File: src/rtl/pcpu_pkg.sv
// Shared pipeline-control definitions: FSM state codes, forwarding selects,
// writeback/next-PC select encodings and the forwarding priority helper.
package pcpu_pkg;

    localparam logic [0:0] ST_RUN      = 1'b0;
    localparam logic [0:0] ST_MEM_WAIT = 1'b1;

    localparam logic [1:0] FWD_NONE = 2'b00;
    localparam logic [1:0] FWD_WB   = 2'b01;
    localparam logic [1:0] FWD_MEM  = 2'b10;

    typedef enum logic [1:0] {
        WD_ALU = 2'b00,
        WD_MEM = 2'b01,
        WD_PC4 = 2'b10
    } wd_sel_e;

    typedef enum logic [1:0] {
        NPC_PC4    = 2'b00,
        NPC_BRANCH = 2'b01,
        NPC_JUMP   = 2'b10,
        NPC_JALR   = 2'b11
    } npc_op_e;

    // The younger producer (MEM) holds the newer value, so it wins over WB.
    function automatic logic [1:0] fwd_sel(
        input logic [4:0] rs,
        input logic [4:0] mem_rd,
        input logic       mem_regwrite,
        input logic [4:0] wb_rd,
        input logic       wb_regwrite
    );
        logic [1:0] sel;
        sel = FWD_NONE;
        if (mem_regwrite && mem_rd != 5'd0 && mem_rd == rs)
            sel = FWD_MEM;
        else if (wb_regwrite && wb_rd != 5'd0 && wb_rd == rs)
            sel = FWD_WB;
        return sel;
    endfunction

endpackage

File: src/rtl/fwd_unit.sv
// Combinational hazard detection: load-use in ID against a load in EX, and
// ALU operand forwarding selects for the EX stage.
module fwd_unit
    import pcpu_pkg::*;
(
    input  logic [4:0] id_rs1,
    input  logic [4:0] id_rs2,
    input  logic       id_use_rs1,
    input  logic       id_use_rs2,
    input  logic [4:0] ex_rs1,
    input  logic [4:0] ex_rs2,
    input  logic [4:0] ex_rd,
    input  logic       ex_memread,
    input  logic [4:0] mem_rd,
    input  logic       mem_regwrite,
    input  logic [4:0] wb_rd,
    input  logic       wb_regwrite,
    output logic       load_use,
    output logic [1:0] fwd_a,
    output logic [1:0] fwd_b
);

    always_comb begin
        load_use = ex_memread && (ex_rd != 5'd0) &&
                   ((id_use_rs1 && id_rs1 == ex_rd) ||
                    (id_use_rs2 && id_rs2 == ex_rd));
        fwd_a = fwd_sel(ex_rs1, mem_rd, mem_regwrite, wb_rd, wb_regwrite);
        fwd_b = fwd_sel(ex_rs2, mem_rd, mem_regwrite, wb_rd, wb_regwrite);
    end

endmodule

File: src/rtl/pipe_ctrl.sv
// Five-stage pipeline controller: memory-wait freeze, redirect flush, load-use
// bubble, forwarding selects, saturating event counters and a sticky timeout.
module pipe_ctrl
    import pcpu_pkg::*;
#(
    parameter int WAIT_MAX = 255
) (
    input  logic        clk,
    input  logic        rst,
    input  logic [4:0]  id_rs1,
    input  logic [4:0]  id_rs2,
    input  logic        id_use_rs1,
    input  logic        id_use_rs2,
    input  logic [4:0]  ex_rs1,
    input  logic [4:0]  ex_rs2,
    input  logic [4:0]  ex_rd,
    input  logic        ex_regwrite,
    input  logic        ex_memread,
    input  logic        ex_redirect,
    input  logic [4:0]  mem_rd,
    input  logic        mem_regwrite,
    input  logic [4:0]  wb_rd,
    input  logic        wb_regwrite,
    input  logic        mem_req,
    input  logic        dmem_ack,
    output logic        pc_en,
    output logic        ifid_en,
    output logic        idex_en,
    output logic        exmem_en,
    output logic        memwb_en,
    output logic        ifid_flush,
    output logic        idex_flush,
    output logic        memwb_flush,
    output logic        dmem_req,
    output logic [1:0]  fwd_a,
    output logic [1:0]  fwd_b,
    output logic [31:0] stall_cnt,
    output logic [31:0] redir_cnt,
    output logic        dmem_err,
    output logic        state_dbg
);

    localparam logic [7:0] WAIT_LIM = 8'(WAIT_MAX);

    // Memory handshake: dmem_req is held high from the cycle the access is
    // presented until the cycle dmem_ack is seen high; the access completes on
    // that ack cycle and nothing is outstanding afterwards.
    logic [0:0] state;
    logic [7:0] wait_cnt;
    logic [7:0] wait_inc;
    logic       load_use;
    logic [1:0] fwd_a_raw;
    logic [1:0] fwd_b_raw;
    logic       mem_stall;
    logic       redirect_take;

    fwd_unit u_fwd (
        .id_rs1       (id_rs1),
        .id_rs2       (id_rs2),
        .id_use_rs1   (id_use_rs1),
        .id_use_rs2   (id_use_rs2),
        .ex_rs1       (ex_rs1),
        .ex_rs2       (ex_rs2),
        .ex_rd        (ex_rd),
        .ex_memread   (ex_memread),
        .mem_rd       (mem_rd),
        .mem_regwrite (mem_regwrite),
        .wb_rd        (wb_rd),
        .wb_regwrite  (wb_regwrite),
        .load_use     (load_use),
        .fwd_a        (fwd_a_raw),
        .fwd_b        (fwd_b_raw)
    );

    assign state_dbg = state[0];
    assign wait_inc  = (wait_cnt == 8'hFF) ? wait_cnt : wait_cnt + 8'd1;
    assign mem_stall = ((state == ST_RUN) && mem_req && !dmem_ack) ||
                       ((state == ST_MEM_WAIT) && !dmem_ack);

    always_comb begin
        pc_en         = 1'b1;
        ifid_en       = 1'b1;
        idex_en       = 1'b1;
        exmem_en      = 1'b1;
        memwb_en      = 1'b1;
        ifid_flush    = 1'b0;
        idex_flush    = 1'b0;
        memwb_flush   = 1'b0;
        dmem_req      = mem_req || (state == ST_MEM_WAIT);
        fwd_a         = fwd_a_raw;
        fwd_b         = fwd_b_raw;
        redirect_take = 1'b0;
        if (rst) begin
            ifid_flush  = 1'b1;
            idex_flush  = 1'b1;
            memwb_flush = 1'b1;
            dmem_req    = 1'b0;
            fwd_a       = FWD_NONE;
            fwd_b       = FWD_NONE;
        end else if (mem_stall) begin
            // Freeze everything upstream of MEM; WB drains a bubble.
            pc_en       = 1'b0;
            ifid_en     = 1'b0;
            idex_en     = 1'b0;
            exmem_en    = 1'b0;
            memwb_flush = 1'b1;
        end else if (ex_redirect) begin
            ifid_flush    = 1'b1;
            idex_flush    = 1'b1;
            redirect_take = 1'b1;
        end else if (load_use) begin
            pc_en      = 1'b0;
            ifid_en    = 1'b0;
            idex_flush = 1'b1;
        end
    end

    always_ff @(posedge clk) begin
        if (rst) begin
            state     <= ST_RUN;
            wait_cnt  <= 8'd0;
            dmem_err  <= 1'b0;
            stall_cnt <= 32'd0;
            redir_cnt <= 32'd0;
        end else begin
            if (!pc_en && stall_cnt != 32'hFFFF_FFFF)
                stall_cnt <= stall_cnt + 32'd1;
            if (redirect_take && redir_cnt != 32'hFFFF_FFFF)
                redir_cnt <= redir_cnt + 32'd1;

            case (state)
                ST_RUN: begin
                    wait_cnt <= 8'd0;
                    if (mem_req && !dmem_ack)
                        state <= ST_MEM_WAIT;
                end
                default: begin
                    if (dmem_ack) begin
                        state    <= ST_RUN;
                        wait_cnt <= 8'd0;
                    end else begin
                        wait_cnt <= wait_inc;
                        if (wait_inc == WAIT_LIM)
                            dmem_err <= 1'b1;
                    end
                end
            endcase
        end
    end

endmodule

File: config.mk
export PLATFORM = sky130hd
export DESIGN_NAME = pipe_ctrl
export DESIGN_NICKNAME = d
export VERILOG_FILES = /design/src/rtl/pcpu_pkg.sv /design/src/rtl/fwd_unit.sv /design/src/rtl/pipe_ctrl.sv
export SDC_FILE = /design/constraint.sdc
export NUM_CORES = 1
export LEC_CHECK = 0
export BUFFER_PORTS_ARGS = -buffer_cell sky130_fd_sc_hd__buf_2
export CORE_ASPECT_RATIO = 0.5
export CORE_MARGIN = 5
export CORE_UTILIZATION = 46
export DETAILED_ROUTE_END_ITERATION = 16
export PLACE_DENSITY_LB_ADDON = 0.05
export SLEW_MARGIN = 20
export SYNTH_ARGS = -nofsm -noshare
export SYNTH_HDL_FRONTEND = slang
export SYNTH_SLANG_ARGS = --single-unit
File: constraint.sdc
create_clock -name clk -period 2.46 [get_ports clk]
set_input_delay 0.123 -clock clk [delete_from_list [all_inputs] [get_ports clk]]
set_output_delay 0.123 -clock clk [all_outputs]
set_load 0.03 [all_outputs]
==> results of run 1 <==
## cell type report
| cell class | count | share of cell area |
|---|---|---|
| sequential | 74 | 0.273 |
| clock inverter | 2 | 0.0111 |
| multi-input combinational | 393 | 0.473 |
| timing repair buffer | 155 | 0.161 |
| clock buffer | 13 | 0.0480 |
| inverter | 10 | 0.00693 |
| tap | 117 | 0.0270 |
## metrics by stage
step                      utilization  hold WS (ns)
final                           0.618         0.160
after global routing            0.618         0.163
after CTS                       0.616         0.134
after detailed placement        0.579         0.346
after global placement          0.579         0.342
after floorplan                     -         0.211
## what timing repair did
item	in CTS	in global routing
hold endpoints to repair	1	0
resized for setup	0	3
endpoints found under the setup margin	0	15
hold buffers	1	0
## sequential cells by signal, summed over array words and instances, names as in the netlist
name       count
state_dbg      1
wait_cnt       8
stall_cnt     32
redir_cnt     32
dmem_err       1
## Yosys cell counts (6+ instances only)
master    count
or4_1        13
xor2_1       18
nor2_1       49
xnor2_1      39
or3_1        13
o31ai_1      11
nor4_1       11
nor3_1       14
o41ai_1       7
nand2_1      36
nand4_1      15
a21oi_1      29
o21ai_0      13
nand3_1      33
and4_1        6
inv_1        10
dfxtp_1      74
clkbuf_1     10
and3_1       10
## where the power goes
group	switching, W	leakage [nW]	internal (W)
combinational	0.000132	1.37	0.0000891
sequential	0.00000516	0.596	0.00120
clock	0.000486	0.156	0.000939
total	0.000623	2.12	0.00223
## worst paths after layout
| check | endpoint | slack [ns] | cells after the start |
|---|---|---|---|
| worst max-delay path | stall_cnt[26] | 0.13 | 9 |
| worst min-delay path | state_dbg | 0.16 | 3 |
| worst min register to register | dmem_err | 0.47 | 2 |
| worst max register to register | stall_cnt[28] | 0.16 | 7 |
## layer usage
layer  wire length [µm]  part of all wire  up-vias  GRT usage
li1                   -                 -     2130          -
met1               5110              0.46     1924      0.258
met2               5140              0.46      115      0.335
met3                805             0.072        8     0.0640
met4                 65            0.0058        0     0.0559
met5                  0                 0        -          0
## placed cells by master, fill, tap and decap left out, drive strengths merged, types with 4 or more instances in the layout
cell    instances
buf           154
dfxtp          74
nor2           49
xnor2          39
nand2          36
nand3          33
a21oi          29
xor2           18
o21ai          18
nand4          17
nor3           14
or4            14
nor4           14
or3            13
clkbuf         13
o31ai          11
inv            10
and3           10
and4            7
o41ai           7
nand3b          5
mux2i           5
nor2b           5
or4b            5
o21a            4
mux2            4
nor4b           4
## tightest hold or removal path, cell delays in order
cell and delay (ns):
buf_2 0.11, nor2_1 0.13, nor3_1 0.08
## cell families after synthesis
| logic type | Yosys count | synth area share |
|---|---|---|
| AOI/OAI and AO/OA | 87 | 0.136 |
| xor gates and xnor gates | 57 | 0.120 |
| adders and majority gates | 3 | 0.00903 |
| buffers and inverters | 29 | 0.0331 |
| DFF | 74 | 0.356 |
| muxes | 9 | 0.0229 |
| other | 1 | 0.000902 |
| and+or+nand+nor | 236 | 0.322 |
==> results.toml, run 1 <==
[yosys]
synth_enable_flop_cells = 0
avgSynthCellArea_um2 = 8.39
synth_area_leaders = "dfxtp_1, xnor2_1, nor2_1"
synth_flop_cell = "dfxtp_1"
syn_inst = 496
netlist_area_mm2 = 0.00416
synth_area_leader_cell = "dfxtp_1"
seq_area_frac_synth = 0.356
yosysWarnings = 0
synth_seq_cells = 74
ys_async_sr_fraction = 0
syn_nets = 545
yosysTopAreaCellShare = 0.356
synth_cell_types = 58

[finish]
seqCellArea_mm2 = 0.00148
multi_input_area_mm2 = 0.00256
fillers = 820
fin_cells = 764
nets = 692
layout-drive-gt1-share = 0.291
diodes = 0
stdcell_area_mm2 = 0.00542
syn2layout_area_growth_pct = 30.3

[global_routing]
grt_max_degree = 48
grt-ovfl-total = 0
antenna_found_initial = 0
grt_pass1_vias = 4090
grt_usage = 0.204
grt_pass1_wl_um = 18900

[clocking]
cts.sinks = 74
cts_buffers = 9
cts_setup_buffers = 0
htreeDepth = 3
clkTransAtPathRegs_ns = 0.06
insertion_delay_ns = 0.33
cts_buffer_depth = 2
cts_root_buf = "clkbuf_16"
cts_tree = "done"

[timing]
fin_tns_setup_ns = 0
worst_pin_slew_ns = 0.582
finalHoldViolCount = 0
post-route-period-util = 0.948
finalSetupViolations = 0
slew_viol_final = 0
skew_ns = 0.00505
fmax_mhz = 429
fin_crit_ns = 2.33
rsz0062_at_grt = "false"
fin_ws_ns = 0.128
slew-limit-headroom = 0.602

[worst_setup_path]
slowest_stage = "dlygate4sd3_1"
cp_max_fo = 21
path_delay_family = "buffers and inverters"
cp-end-kind = "register"
start_kind = "primary input"
crit_buf_inv = 4
worstPathArrival_ns = 2.59
required_ns = 2.72
critPathKind = "primary input to register"
slowest_delay_ns = 0.53
startpoint = "dmem_ack"
reg2reg_from = "stall_cnt[0]"
path_cells = "dlygate4sd3_1 -> buf_2 -> o21bai_1 -> buf_4 -> o221a_1 -> or3_1 -> buf_12 -> or4_1 -> a21oi_1"

[placement]
dp_slack_ns = 0.165
dp_cells = 748
portBuffers = 122
gp_routability_congestion = 0.775
placed_area_mm2 = 0.00507
hpwl_um = 8270

[route]
vias_per_cell = 5.47
wl_um = 11100
firstDrtPassIters = 5
antenna_left = 0
drc_errors = 0
vias = 4177
route.detailed.wl_per_inst_um = 14.6
first_iter_violations = 197

[power_and_ir_drop]
p_leak_nw = 2.12
power_density_mw_per_mm2 = 527
total_power_w = 0.00285
ir_worst_vdd_mv = 0.320

[flow_run]
cap_viol_max_count = 0

[floorplan]
num_rows = 24
pin_count = 125
die_y_um = 77.2
initial_core_util = 0.474
core_mm2 = 0.00877
die-area_mm2 = 0.0112
die_x_um = 144

[hold_path]
hold_start = "mem_req"
min_path_type = "primary input to register"

[outcome]
run_status = "complete, no violations"
Power figures use the tool's default switching activity.
==> inputs of run 2 (changes only) <==
--- a/config.mk
+++ b/config.mk
@@ -10,7 +10,7 @@
 export CORE_MARGIN = 5
 export CORE_UTILIZATION = 46
 export DETAILED_ROUTE_END_ITERATION = 16
-export PLACE_DENSITY_LB_ADDON = 0.05
+export PLACE_DENSITY_LB_ADDON = 0.1
 export SLEW_MARGIN = 20
 export SYNTH_ARGS = -nofsm -noshare
 export SYNTH_HDL_FRONTEND = slang
==> results.toml, run 2 (same netlist as run 1, synthesis figures left out) <==
[outcome]
run_status = "complete, no violations"

[route]
route.detailed.wl_per_inst_um = 14.4
drc_errors = 0
firstDrtPassIters = 4
first_iter_violations = 277
vias_per_cell = 5.42
vias = 4150
antenna_left = 0
wl_um = 11000

[power_and_ir_drop]
ir_worst_vdd_mv = 0.340
p_leak_nw = 2.13
power_frac_comb = 0.077
switching_share = 0.233
p_int_w = 0.00222
power_density_mw_per_mm2 = 533
p_switching_w = 0.000676
pwr-share-seq = 0.417
pwr-share-clk = 0.506

[worst_setup_path]
critPathKind = "register to register"
cp_max_fo = 5
r2r_setup_slack_ns = 0.17
required_ns = 2.73
cp-end-kind = "register"
reg2reg_from = "stall_cnt[6]"
r2r_end = "stall_cnt[28]"
start_kind = "register"
r2r_cells = 6
worstPathArrival_ns = 2.56

[global_routing]
grt_usage = 0.200
grt_pass1_wl_um = 18400
grt_pass1_vias = 3997
grt-ovfl-total = 0
antenna_found_initial = 0
grt_max_degree = 36

[clocking]
cts_buffer_depth = 2
htreeDepth = 3
cts_root_buf = "clkbuf_16"
cts_tree = "done"
clkTransAtPathRegs_ns = 0.06
cts.sinks = 74
cts_buffers = 9
insertion_delay_ns = 0.34
cts_setup_buffers = 0

[finish]
layout_commonest_cell = "buf_2"
layout-drive-gt1-share = 0.293
final_cell_mix = "buf_2, dfxtp_1, nor2_1, xnor2_1, nand2_1"
top_regs = "redir_cnt: 32 flops, stall_cnt: 32 flops, wait_cnt: 8 flops"
fillers = 851
nets = 692
syn2layout_area_growth_pct = 30.7
diodes = 0
fin_util = 0.620

[floorplan]
die_x_um = 144
initial_core_util = 0.474
num_rows = 24
core_mm2 = 0.00877
die-area_mm2 = 0.0112
die_y_um = 77.2
pin_count = 125

[timing]
fin_tns_setup_ns = 0
post-route-period-util = 0.932
fin_ws_ns = 0.167
rsz0062_at_grt = "false"
fin_hold_ws_ns = 0.147
finalHoldViolCount = 0
slew-limit-headroom = 0.656
slew_viol_final = 0
worst_pin_slew_ns = 0.504
skew_ns = 0.0113
fmax_mhz = 436
finalSetupViolations = 0
fin_crit_ns = 2.29

[hold_path]
hold_start = "mem_req"
min_path_type = "primary input to register"
holdPathStages = 3
hold_end = "state_dbg"

[flow_run]
cap_viol_max_count = 0

[placement]
gp_routability_congestion = 0.806
portBuffers = 122
hpwl_um = 8190
dp_slack_ns = 0.143
-- run 2: through the flow --
stage	instance area (µm²)	cells	total power [W]
2_1_floorplan	4160	496	0.00137
3_3_place_gp	5070	748	0.00145
3_5_place_dp	5070	748	0.00146
4_1_cts	5420	765	0.00293
5_1_grt	5440	765	0.00300
6_report	5440	765	0.00290
-- run 2: what timing repair did --
| action | CTS | global route |
|---|---|---|
| hold buffers | 1 | 0 |
| endpoints found under the hold margin | 1 | 0 |
| resized for setup | 0 | 3 |
| setup endpoints to repair | 0 | 15 |
-- run 2: layer usage --
layer  wire length, µm  share of wire  up-vias  track usage
met5                 0              0        -            0
met4               112          0.010        0       0.0475
met3               640          0.058        9       0.0615
met2              5190           0.47      106        0.327
met1              5040           0.46     1911        0.258
li1                  -              -     2124            -
-- run 2: area by class of cell --
type	instances	area [µm²]	share of cell area
timing repair buffer	155	873	0.161
clock inverter	6	95.1	0.0175
clock buffer	10	239	0.0440
tap	117	146	0.0269
sequential	74	1480	0.273
multi-input combinational	393	2560	0.471
inverter	10	37.5	0.00691
-- run 2: power by group through the flow --
stage | Clock [W] | Sequential [W] | Combinational, W
after floorplan | 0 | 0.00124 | 0.000124
after global placement | 0 | 0.00123 | 0.000219
after detailed placement | 0 | 0.00123 | 0.000222
after CTS | 0.00150 | 0.00121 | 0.000224
after global routing | 0.00155 | 0.00121 | 0.000245
final | 0.00147 | 0.00121 | 0.000224
-- run 2: worst max-delay path: stages, from the launching register on --
cell and delay, ns:
dfxtp_1 0.40, nand4_2 0.15, nor4_2 0.44, nand2_1 0.13
or4b_4 0.55, or4_1 0.41, a21oi_1 0.15
-- run 2: worst max-delay path by stage --
stage | start | to
4_1_cts | dmem_ack | stall_cnt[20]
6_report | stall_cnt[6] | stall_cnt[28]
3_3_place_gp | stall_cnt[5] | stall_cnt[28]
3_5_place_dp | ex_rd[4] | stall_cnt[20]
5_1_grt | dmem_ack | stall_cnt[17]
2_1_floorplan | redir_cnt[2] | redir_cnt[8]
